--- config.mk ---
export PLATFORM = sky130hd
export DESIGN_NAME = mult_div_unit
export DESIGN_NICKNAME = d
export VERILOG_FILES = /design/src/rtl/mult_div_unit.sv
export SDC_FILE = /design/constraint.sdc
export NUM_CORES = 1
export LEC_CHECK = 0
export CAP_MARGIN = 20
export CORE_MARGIN = 5
export CORE_UTILIZATION = 54
export DETAILED_ROUTE_END_ITERATION = 7
export MAX_ROUTING_LAYER = met4
export PLACE_DENSITY = 0.79
export SLEW_MARGIN = 20
export SYNTH_ARGS = -nofsm -noshare
export SYNTH_HDL_FRONTEND = slang
export SYNTH_SLANG_ARGS = --single-unit
--- constraint.sdc ---
create_clock -name clk -period 5.3 [get_ports clk]
set_input_delay 0.53 -clock clk [delete_from_list [all_inputs] [get_ports clk]]
set_output_delay 0.53 -clock clk [all_outputs]
set_load 0.03 [all_outputs]
--- src/rtl/mult_div_unit.sv ---
// -----------------------------------------------------------------------------
// mult_div_unit
//
// Iterative MIPS-style multiply/divide unit with HI/LO result registers.
// Multiplies use shift-add, one multiplier bit per cycle. Divides use
// restoring division, one quotient bit per cycle. Signed operations work on
// operand magnitudes and apply the sign correction when HI/LO are written.
// Every operation has a fixed latency: Start sampled at edge k gives a HI/LO
// update and a Done pulse at edge k+33.
//
// Ports
//   clk         clock, all state updates on the rising edge
//   rst         asynchronous active-high reset
//   Start       begin an operation (accepted in IDLE only)
//   Op          00 MULTU, 01 MULT, 10 DIVU, 11 DIV
//   OperandA    multiplicand / dividend (rs)
//   OperandB    multiplier / divisor (rt)
//   WriteHi     MTHI: load HI from WriteData (IDLE only)
//   WriteLo     MTLO: load LO from WriteData (IDLE only)
//   WriteData   data for MTHI/MTLO
//   ReadSel     0 selects LO, 1 selects HI on ResultData
//   Busy        high while an operation is in progress
//   Done        one-cycle pulse when an operation completes
//   DivByZero   qualifies Done: the divide had a zero divisor
//   ResultData  ReadSel ? HI : LO (combinational)
// -----------------------------------------------------------------------------
module mult_div_unit #(
    parameter int N = 32
) (
    input  logic         clk,
    input  logic         rst,
    input  logic         Start,
    input  logic [1:0]   Op,
    input  logic [N-1:0] OperandA,
    input  logic [N-1:0] OperandB,
    input  logic         WriteHi,
    input  logic         WriteLo,
    input  logic [N-1:0] WriteData,
    input  logic         ReadSel,
    output logic         Busy,
    output logic         Done,
    output logic         DivByZero,
    output logic [N-1:0] ResultData
);

    typedef enum logic [1:0] {
        IDLE   = 2'b00,
        RUN    = 2'b01,
        FINISH = 2'b10
    } state_t;

    state_t       r_state;
    logic [1:0]   r_op;
    logic         r_neg_a;
    logic         r_neg_b;
    logic [5:0]   r_cnt;
    logic [N-1:0] r_acc;   // partial product high half / partial remainder
    logic [N-1:0] r_mq;    // multiplier shifting out / dividend -> quotient
    logic [N-1:0] r_mag;   // multiplicand or divisor magnitude
    logic [N-1:0] r_hi;
    logic [N-1:0] r_lo;
    logic         r_busy;
    logic         r_done;
    logic         r_dbz;

    // Operand magnitudes; Op[0] marks the signed variants.
    logic         w_a_neg;
    logic         w_b_neg;
    logic [N-1:0] w_a_mag;
    logic [N-1:0] w_b_mag;

    assign w_a_neg = Op[0] & OperandA[N-1];
    assign w_b_neg = Op[0] & OperandB[N-1];
    assign w_a_mag = w_a_neg ? -OperandA : OperandA;
    assign w_b_mag = w_b_neg ? -OperandB : OperandB;

    // One multiply step: add the multiplicand when the current multiplier
    // bit is set, then shift the 65-bit {carry, acc, mq} right by one.
    logic [N:0]   w_mul_sum;
    assign w_mul_sum = {1'b0, r_acc} + (r_mq[0] ? {1'b0, r_mag} : {(N+1){1'b0}});

    // One restoring-divide step: shift the next dividend bit into the
    // remainder and subtract the divisor if it fits.
    logic [N:0]   w_div_shift;
    logic         w_div_ok;
    logic [N-1:0] w_div_rem;
    assign w_div_shift = {r_acc, r_mq[N-1]};
    assign w_div_ok    = (w_div_shift >= {1'b0, r_mag});
    // The remainder after a successful subtract is below the divisor, so the
    // truncated difference is exact.
    assign w_div_rem   = w_div_shift[N-1:0] - r_mag;

    logic [N-1:0] w_acc_nxt;
    logic [N-1:0] w_mq_nxt;

    always_comb begin
        // NOTE: every signal driven here gets a default first so no path
        // leaves it unassigned, which would infer a latch.
        w_acc_nxt = r_acc;
        w_mq_nxt  = r_mq;
        if (r_op[1]) begin
            w_acc_nxt = w_div_ok ? w_div_rem : w_div_shift[N-1:0];
            w_mq_nxt  = {r_mq[N-2:0], w_div_ok};
        end else begin
            w_acc_nxt = w_mul_sum[N:1];
            w_mq_nxt  = {w_mul_sum[0], r_mq[N-1:1]};
        end
    end

    // Sign-corrected results presented to HI/LO in FINISH.
    logic [2*N-1:0] w_prod;
    logic [2*N-1:0] w_prod_fix;
    logic [N-1:0]   w_quo_fix;
    logic [N-1:0]   w_rem_fix;
    logic [N-1:0]   w_hi_res;
    logic [N-1:0]   w_lo_res;
    logic           w_div_zero;

    assign w_prod     = {r_acc, r_mq};
    assign w_prod_fix = (r_op[0] & (r_neg_a ^ r_neg_b)) ? -w_prod : w_prod;
    assign w_quo_fix  = (r_op[0] & (r_neg_a ^ r_neg_b)) ? -r_mq  : r_mq;
    // The remainder follows the sign of the dividend.
    assign w_rem_fix  = (r_op[0] & r_neg_a) ? -r_acc : r_acc;
    assign w_hi_res   = r_op[1] ? w_rem_fix : w_prod_fix[2*N-1:N];
    assign w_lo_res   = r_op[1] ? w_quo_fix : w_prod_fix[N-1:0];
    assign w_div_zero = r_op[1] & (r_mag == '0);

    always_ff @(posedge clk or posedge rst) begin
        if (rst) begin
            r_state <= IDLE;
            r_op    <= '0;
            r_neg_a <= 1'b0;
            r_neg_b <= 1'b0;
            r_cnt   <= '0;
            r_acc   <= '0;
            r_mq    <= '0;
            r_mag   <= '0;
            r_hi    <= '0;
            r_lo    <= '0;
            r_busy  <= 1'b0;
            r_done  <= 1'b0;
            r_dbz   <= 1'b0;
        end else begin
            // NOTE: state is updated with non-blocking assignments so every
            // register samples the pre-edge values, independent of statement
            // order.
            r_done <= 1'b0;
            r_dbz  <= 1'b0;
            case (r_state)
                IDLE: begin
                    if (WriteHi) r_hi <= WriteData;
                    if (WriteLo) r_lo <= WriteData;
                    if (Start) begin
                        r_state <= RUN;
                        r_busy  <= 1'b1;
                        r_op    <= Op;
                        r_neg_a <= w_a_neg;
                        r_neg_b <= w_b_neg;
                        r_cnt   <= '0;
                        r_acc   <= '0;
                        if (Op[1]) begin
                            r_mq  <= w_a_mag;
                            r_mag <= w_b_mag;
                        end else begin
                            r_mq  <= w_b_mag;
                            r_mag <= w_a_mag;
                        end
                    end
                end
                RUN: begin
                    r_acc <= w_acc_nxt;
                    r_mq  <= w_mq_nxt;
                    r_cnt <= r_cnt + 6'd1;
                    if (r_cnt == 6'd31) r_state <= FINISH;
                end
                FINISH: begin
                    r_state <= IDLE;
                    r_busy  <= 1'b0;
                    r_done  <= 1'b1;
                    if (w_div_zero) begin
                        r_dbz <= 1'b1;
                    end else begin
                        r_hi <= w_hi_res;
                        r_lo <= w_lo_res;
                    end
                end
                default: r_state <= IDLE;
            endcase
        end
    end

    assign Busy       = r_busy;
    assign Done       = r_done;
    assign DivByZero  = r_dbz;
    assign ResultData = ReadSel ? r_hi : r_lo;

endmodule

==> results of run 1 <==
-- final timing paths --
check | to | depth (start not counted)
min reg2reg | r_lo[15] | 2
min in group asynchronous | r_acc[29] | 2
max reg2reg | r_acc[25] | 13
min | r_lo[15] | 2
max | r_acc[25] | 13
max in group asynchronous | r_op[1] | 3
-- final cells by class --
class,count,area share [%]
Multi-Input combinational cell,1614,58.44
Sequential cell,175,25.04
Timing Repair Buffer,155,8.669
Tap cell,378,2.704
Clock buffer,17,2.432
Inverter,69,1.509
Clock inverter,15,1.194
Antenna cell,1,0.01431
-- sequential cells by signal (all words and copies together), names as in the netlist --
| name | flops |
|---|---|
| r_acc | 32 |
| r_hi | 32 |
| r_lo | 32 |
| r_mag | 32 |
| r_mq | 32 |
| r_cnt | 6 |
| r_op | 2 |
| r_state | 2 |
| Busy | 1 |
| DivByZero | 1 |
| Done | 1 |
| r_neg_a | 1 |
| r_neg_b | 1 |
-- synth_stat cells, drive strengths merged (9+ instances only) --
library cell	instances
nand2b	12
o21ai	193
inv	69
buf	30
nand3	25
a211oi	68
clkbuf	96
xor2	70
o21a	12
nand2	210
and3	11
a21oi	186
and2	15
o211ai	17
nor3	47
a21o	33
ha	69
dfrtp	175
or3	12
o31ai	41
xnor2	101
nor2b	12
a22oi	9
nor2	248
nor4	23
a31oi	21
mux2i	44
nand4	17
mux2	37
-- kinds of logic (layout without fill, tap and decap cells) --
| logic type | count (synthesis) | in the layout | synth area share (%) |
|---|---|---|---|
| AOI/OAI and AO/OA | 639 | 639 | 25.87 |
| xor gates and xnor gates | 171 | 171 | 9.775 |
| adders and majority gates | 71 | 71 | 5.896 |
| buffers and inverters | 195 | 256 | 4.949 |
| DFF | 175 | 175 | 28.58 |
| muxes | 81 | 81 | 5.594 |
| other | 0 | 1 | 0 |
| and+or+nand+nor | 652 | 652 | 19.34 |
-- power by group --
group          leakage [nW]  total [mW]  internal, mW  switching, mW
combinational          4.89        6.61          2.64           3.97
sequential             2.11        2.68          1.84          0.836
clock                 0.303        1.34         0.654          0.684
total                  7.31        10.6          5.14           5.49
-- critical path: cells and delay by family (launching register included) --
family          cells  cell delay (ps)
flops               1              460
simple gates        4              910
xor+xnor            1              140
fa+ha+maj           1              370
buf+inv             1              700
compound gates      6             1540
-- layout by cell type (no fill, tap or decap), types with 10 or more instances in the layout --
| cell type | count |
|---|---|
| nor2_1 | 247 |
| nand2_1 | 208 |
| a21oi_1 | 186 |
| o21ai_0 | 184 |
| dfrtp_1 | 174 |
| clkdlybuf4s50_1 | 137 |
| xnor2_1 | 101 |
| xor2_1 | 70 |
| ha_1 | 69 |
| a211oi_1 | 68 |
| inv_1 | 67 |
| nor3_1 | 45 |
| mux2i_1 | 44 |
| o31ai_1 | 39 |
| mux2_2 | 37 |
| a21o_1 | 33 |
| nand3_1 | 23 |
| nor4_1 | 21 |
| a31oi_1 | 20 |
| nand4_1 | 17 |
| o211ai_1 | 17 |
| clkbuf_16 | 17 |
| buf_4 | 16 |
| or3_1 | 12 |
| o21a_1 | 12 |
| and2_1 | 11 |
| nand2b_1 | 11 |
| and3_1 | 10 |
| nor2b_1 | 10 |
-- metal layers --
layer	global-route usage (%)	routed length [µm]
met5	-	0
met4	10.55	1772
met3	6.401	5488
met2	47.42	22320
met1	47.52	22820
==> metrics, run 1 <==
clk slew on worst S/H paths=80 ps; # Post-CTS Setup Buffers=0; kind of end point of the critical path=flip-flop; CP Max Fanout=31; TritonCTS Buffers=17; detailed-route via count=15,413; peak supply drop=0.4522 mV; PortBufs=138; design area=17,490 µm²; total power=10.63 mW; detailed-router iteration count before antenna repair=6; Layout Cells excl Fill=2,424; share of layout cells above drive strength 1=6.161%; Yosys cell types=82; Overflow after GRT=0; worst path arrival time=4560 ps; Routed Antenna Nets=0; dpl cell area=16,860 µm²; die area=31,840 µm²; Synth Flop Type=dfrtp_1; synthesized area per cell=7.723 µm²; filler cell count=2,486; multi-input logic area=10,220 µm²; Final WS setup=1107 ps; worst path cell trace=inv_1 > nor2_1 > ha_1 > a21o_1 > nor3_1 > a2111oi_2 > nor2_1 > o21ai_1 > o41a_1 > a2111oi_0 > nor3_1 > xnor2_1 > o21ai_0; Die Y-Extent=178.4 µm; area delta synth->final=14.17%; Max Slew Vio Count=0; Leakage=7.307 nW; Seq/Total Area, Yosys=28.58%; Initial Util=54.85%; CTS Buffer Depth=2; post-placement cell count=2,391; maximum operating frequency=238.5 MHz; worst skew pair latency=450 ps; Tcrit/Tclk final=79.11%; vias in the first global route=14,179; slowest stage delay, CP=700 ps; GRT Total Usage=33.19%; startpoint of the worst register-to-register path=r_mq[0]; RSZ-0062 raised after global routing=no; Least-Margin Pin Slew=1130 ps; Pwr Density=607.8 nW/µm²; row count=61; flops & latches, synth=175; crit path kind=flip-flop to flip-flop; worst slack, placed=1245 ps; ys async rst share=100.0%; Max Clock Skew=18.82 ps; outcome=completed; setup_tns=0 ps; clock sink count=175; Final Util=62.62%; CP startpoint=r_mq[0]; fin crit period=4193 ps; die width=178.4 µm; first-pass GRT wire length=80,920 µm; number of synthesized flops with an enable pin=0; IO Count=139; synthesized instance count=1,984; post-synth top area cell=dfrtp_1; initial antenna violation count=1; DP HPWL=39,910 µm; cell area after synthesis=15,320 µm²; Slew HR=24.55%; share of the synthesized area in the top cell type=28.58%; cts repair resizes=0; Hold Path Origin=r_lo[15]; routed len/inst=21.62 µm; Post-layout nets=2,207; GP Congestion=1.033; HP Class=flip-flop to flip-flop; Iter 0 DRT Violations=1,766; Mapped Nets=2,159; CP startpoint kind=flip-flop; Core Box Area=27,930 µm²; Hold Slack=477.6 ps; Via density=6.358; TritonCTS clock tree=built; max cap viols=0; hold-fix buffer count after cts=0; largest net degree at the start of global routing=92; DRC violation count after routing=0; Hold Fails Final Rpt=0; H-tree depth=4; Synth area leaders=dfrtp_1 29%, a21oi_1 6.1%, nor2_1 6.1%; FF/Latch Area=4380 µm²; final setup vio count=0; critical path required time=5660 ps; slowest CP cell=inv_1; root buffer cell=clkbuf_16; r2r setup slk=1110 ps; Ys Warns=0; Total Wirelength=52,410 µm
Note: power is estimated with default switching activity, not from simulation.
==> run 2: changes to the inputs <==
- clock period: 5.3 -> 3.7 ns (I/O delays scaled with it)
==> run 2 against run 1 <==
  * Clock skew about the same
  * Clock power increased by 43%
  * Utilization up 2.0 points
  * Hold slack lost 260 ps
  * Combinational power increased by 62%
  * Cell area grew 3.2%
  * Largest cell class unchanged
==> metrics, run 2 (synthesis results as in run 1) <==
vias in the first global route=14,678 (+3.5%); Overflow after GRT=0 (unchanged); CP Max Fanout=10 (-68%); Via density=6.414 (+0.87%); setup_tns=0 ps (unchanged); max cap viols=0 (unchanged); initial antenna violation count=0 (-1); IO Count=139 (unchanged); TritonCTS clock tree=built; RSZ-0062 raised after global routing=no; Pwr Density=899.8 nW/µm² (+48%); most frequent cells in the layout=247 x nor2_1, 208 x nand2_1, 186 x a21oi_1; Die Y-Extent=178.4 µm (unchanged); critical path required time=4000 ps (-1660 ps); GRT Total Usage=35.75% (+2.6 points); Iter 0 DRT Violations=2,092 (+18%); share of layout cells above drive strength 1=9.156% (+3.0 points); area delta synth->final=17.85%; largest net degree at the start of global routing=107 (+16%); HP Class=input port to asynchronous set/reset pin; clock sink count=175 (unchanged); routed len/inst=22.84 µm (+5.7%); Least-Margin Pin Slew=1042 ps (-88.24 ps); grt met3 use=7.673% (+1.3 points); cts repair resizes=0 (unchanged); TritonCTS Buffers=17 (unchanged); Max Clock Skew=18.91 ps (+0.09170 ps); # Post-CTS Setup Buffers=0 (unchanged); busiest layer in global routing=met2; total power=16.25 mW (+53%); root buffer cell=clkbuf_16; Total Wirelength=56,810 µm (+8.4%); die width=178.4 µm (unchanged); Routed Antenna Nets=0 (unchanged); CTS Buffer Depth=2 (unchanged); design area=18,060 µm² (+3.2%); met1 usage=49.64% (+2.1 points); Leakage=7.639 nW (+4.5%); crit path kind=flip-flop to flip-flop; final setup vio count=0 (unchanged); dpl cell area=17,330 µm² (+2.8%); worst path arrival time=3830 ps (-730 ps); PortBufs=138 (unchanged); H-tree depth=4 (unchanged); Max Slew Vio Count=0 (unchanged); detailed-route via count=15,951 (+3.5%); worst skew pair latency=460 ps (about the same); peak supply drop=0.4790 mV (+5.9%); first-pass GRT wire length=85,410 µm (+5.6%); Initial Util=54.85% (unchanged); fin crit period=3538 ps (-654.6 ps); DP HPWL=44,210 µm (+11%); outcome=completed; Slew HR=30.26% (+5.7 points); Post-layout nets=2,270 (+2.9%); Core Box Area=27,930 µm² (unchanged); clk slew on worst S/H paths=80 ps (about the same); maximum operating frequency=282.7 MHz (+19%); CP startpoint kind=flip-flop; kind of end point of the critical path=flip-flop; Tcrit/Tclk final=95.62% (+17 points); GP Congestion=1.050 (+1.6%); M2 GR Usage=51.19% (+3.8 points); hold-fix buffer count after cts=0 (unchanged); detailed-router iteration count before antenna repair=6 (unchanged); Hold Fails Final Rpt=0 (unchanged); commonest non-fill, non-tap cell in the layout=nor2_1; DRC violation count after routing=0 (unchanged); die area=31,840 µm² (unchanged); row count=61 (unchanged)
run 2: power breakdown:
| group | internal (mW) | switching [mW] | total, mW |
|---|---|---|---|
| clock network | 0.934 | 0.987 | 1.92 |
| registers | 2.64 | 0.969 | 3.61 |
| logic | 4.28 | 6.43 | 10.7 |
run 2: path summary, 6_finish.rpt:
path,start,to,slack (ps),depth (start not counted)
max in group asynchronous,rst,r_op[1],2470,4
setup / recovery,r_acc[0],r_acc[27],160,14
setup reg to reg,r_acc[0],r_acc[27],160,14
min in group clk,r_lo[3],r_lo[3],480,2
hold reg to reg,r_lo[3],r_lo[3],480,2
hold / removal,rst,Busy,210,2
run 2: routing by layer:
| layer | vias up | part of all wire (%) |
|---|---|---|
| met5 | - | 0 |
| met1 | 7581 | 42 |
| met2 | 939 | 43 |
| met3 | 125 | 11 |
| met4 | 0 | 4.1 |
| li1 | 7306 | - |
run 2: through the flow:
stage	hold WS, ps	utilization [%]	setup slack (ps)	cells
6_report	213.4	64.64	162.1	2487
5_1_grt	235.0	64.63	30.50	2486
4_1_cts	484.0	64.28	72.72	2483
3_5_place_dp	464.5	62.04	85.61	2451
3_3_place_gp	455.5	62.04	270.7	2451
2_1_floorplan	442.9	-	371.1	1984
run 2: cell type report:
cell class | instances | area (µm²)
fill | 2382 | 9877
sequential | 175 | 4380
antenna | 1 | 2.502
clock inverter | 15 | 201.4
clock buffer | 17 | 425.4
timing repair buffer | 218 | 2067
tap | 378 | 473.0
multi-input combinational | 1614 | 10240
inverter | 69 | 262.8
run 2: critical path: stages (launching register included):
cell	delay, ps
dfrtp_1	610
ha_1	250
inv_1	60
fa_1	400
nor2b_1	200
o31ai_2	130
a2111oi_2	410
nor2_1	170
o21ai_1	240
o41a_1	240
a31oi_1	150
buf_4	170
xnor2_1	130
a22oi_1	150
o21ai_1	80
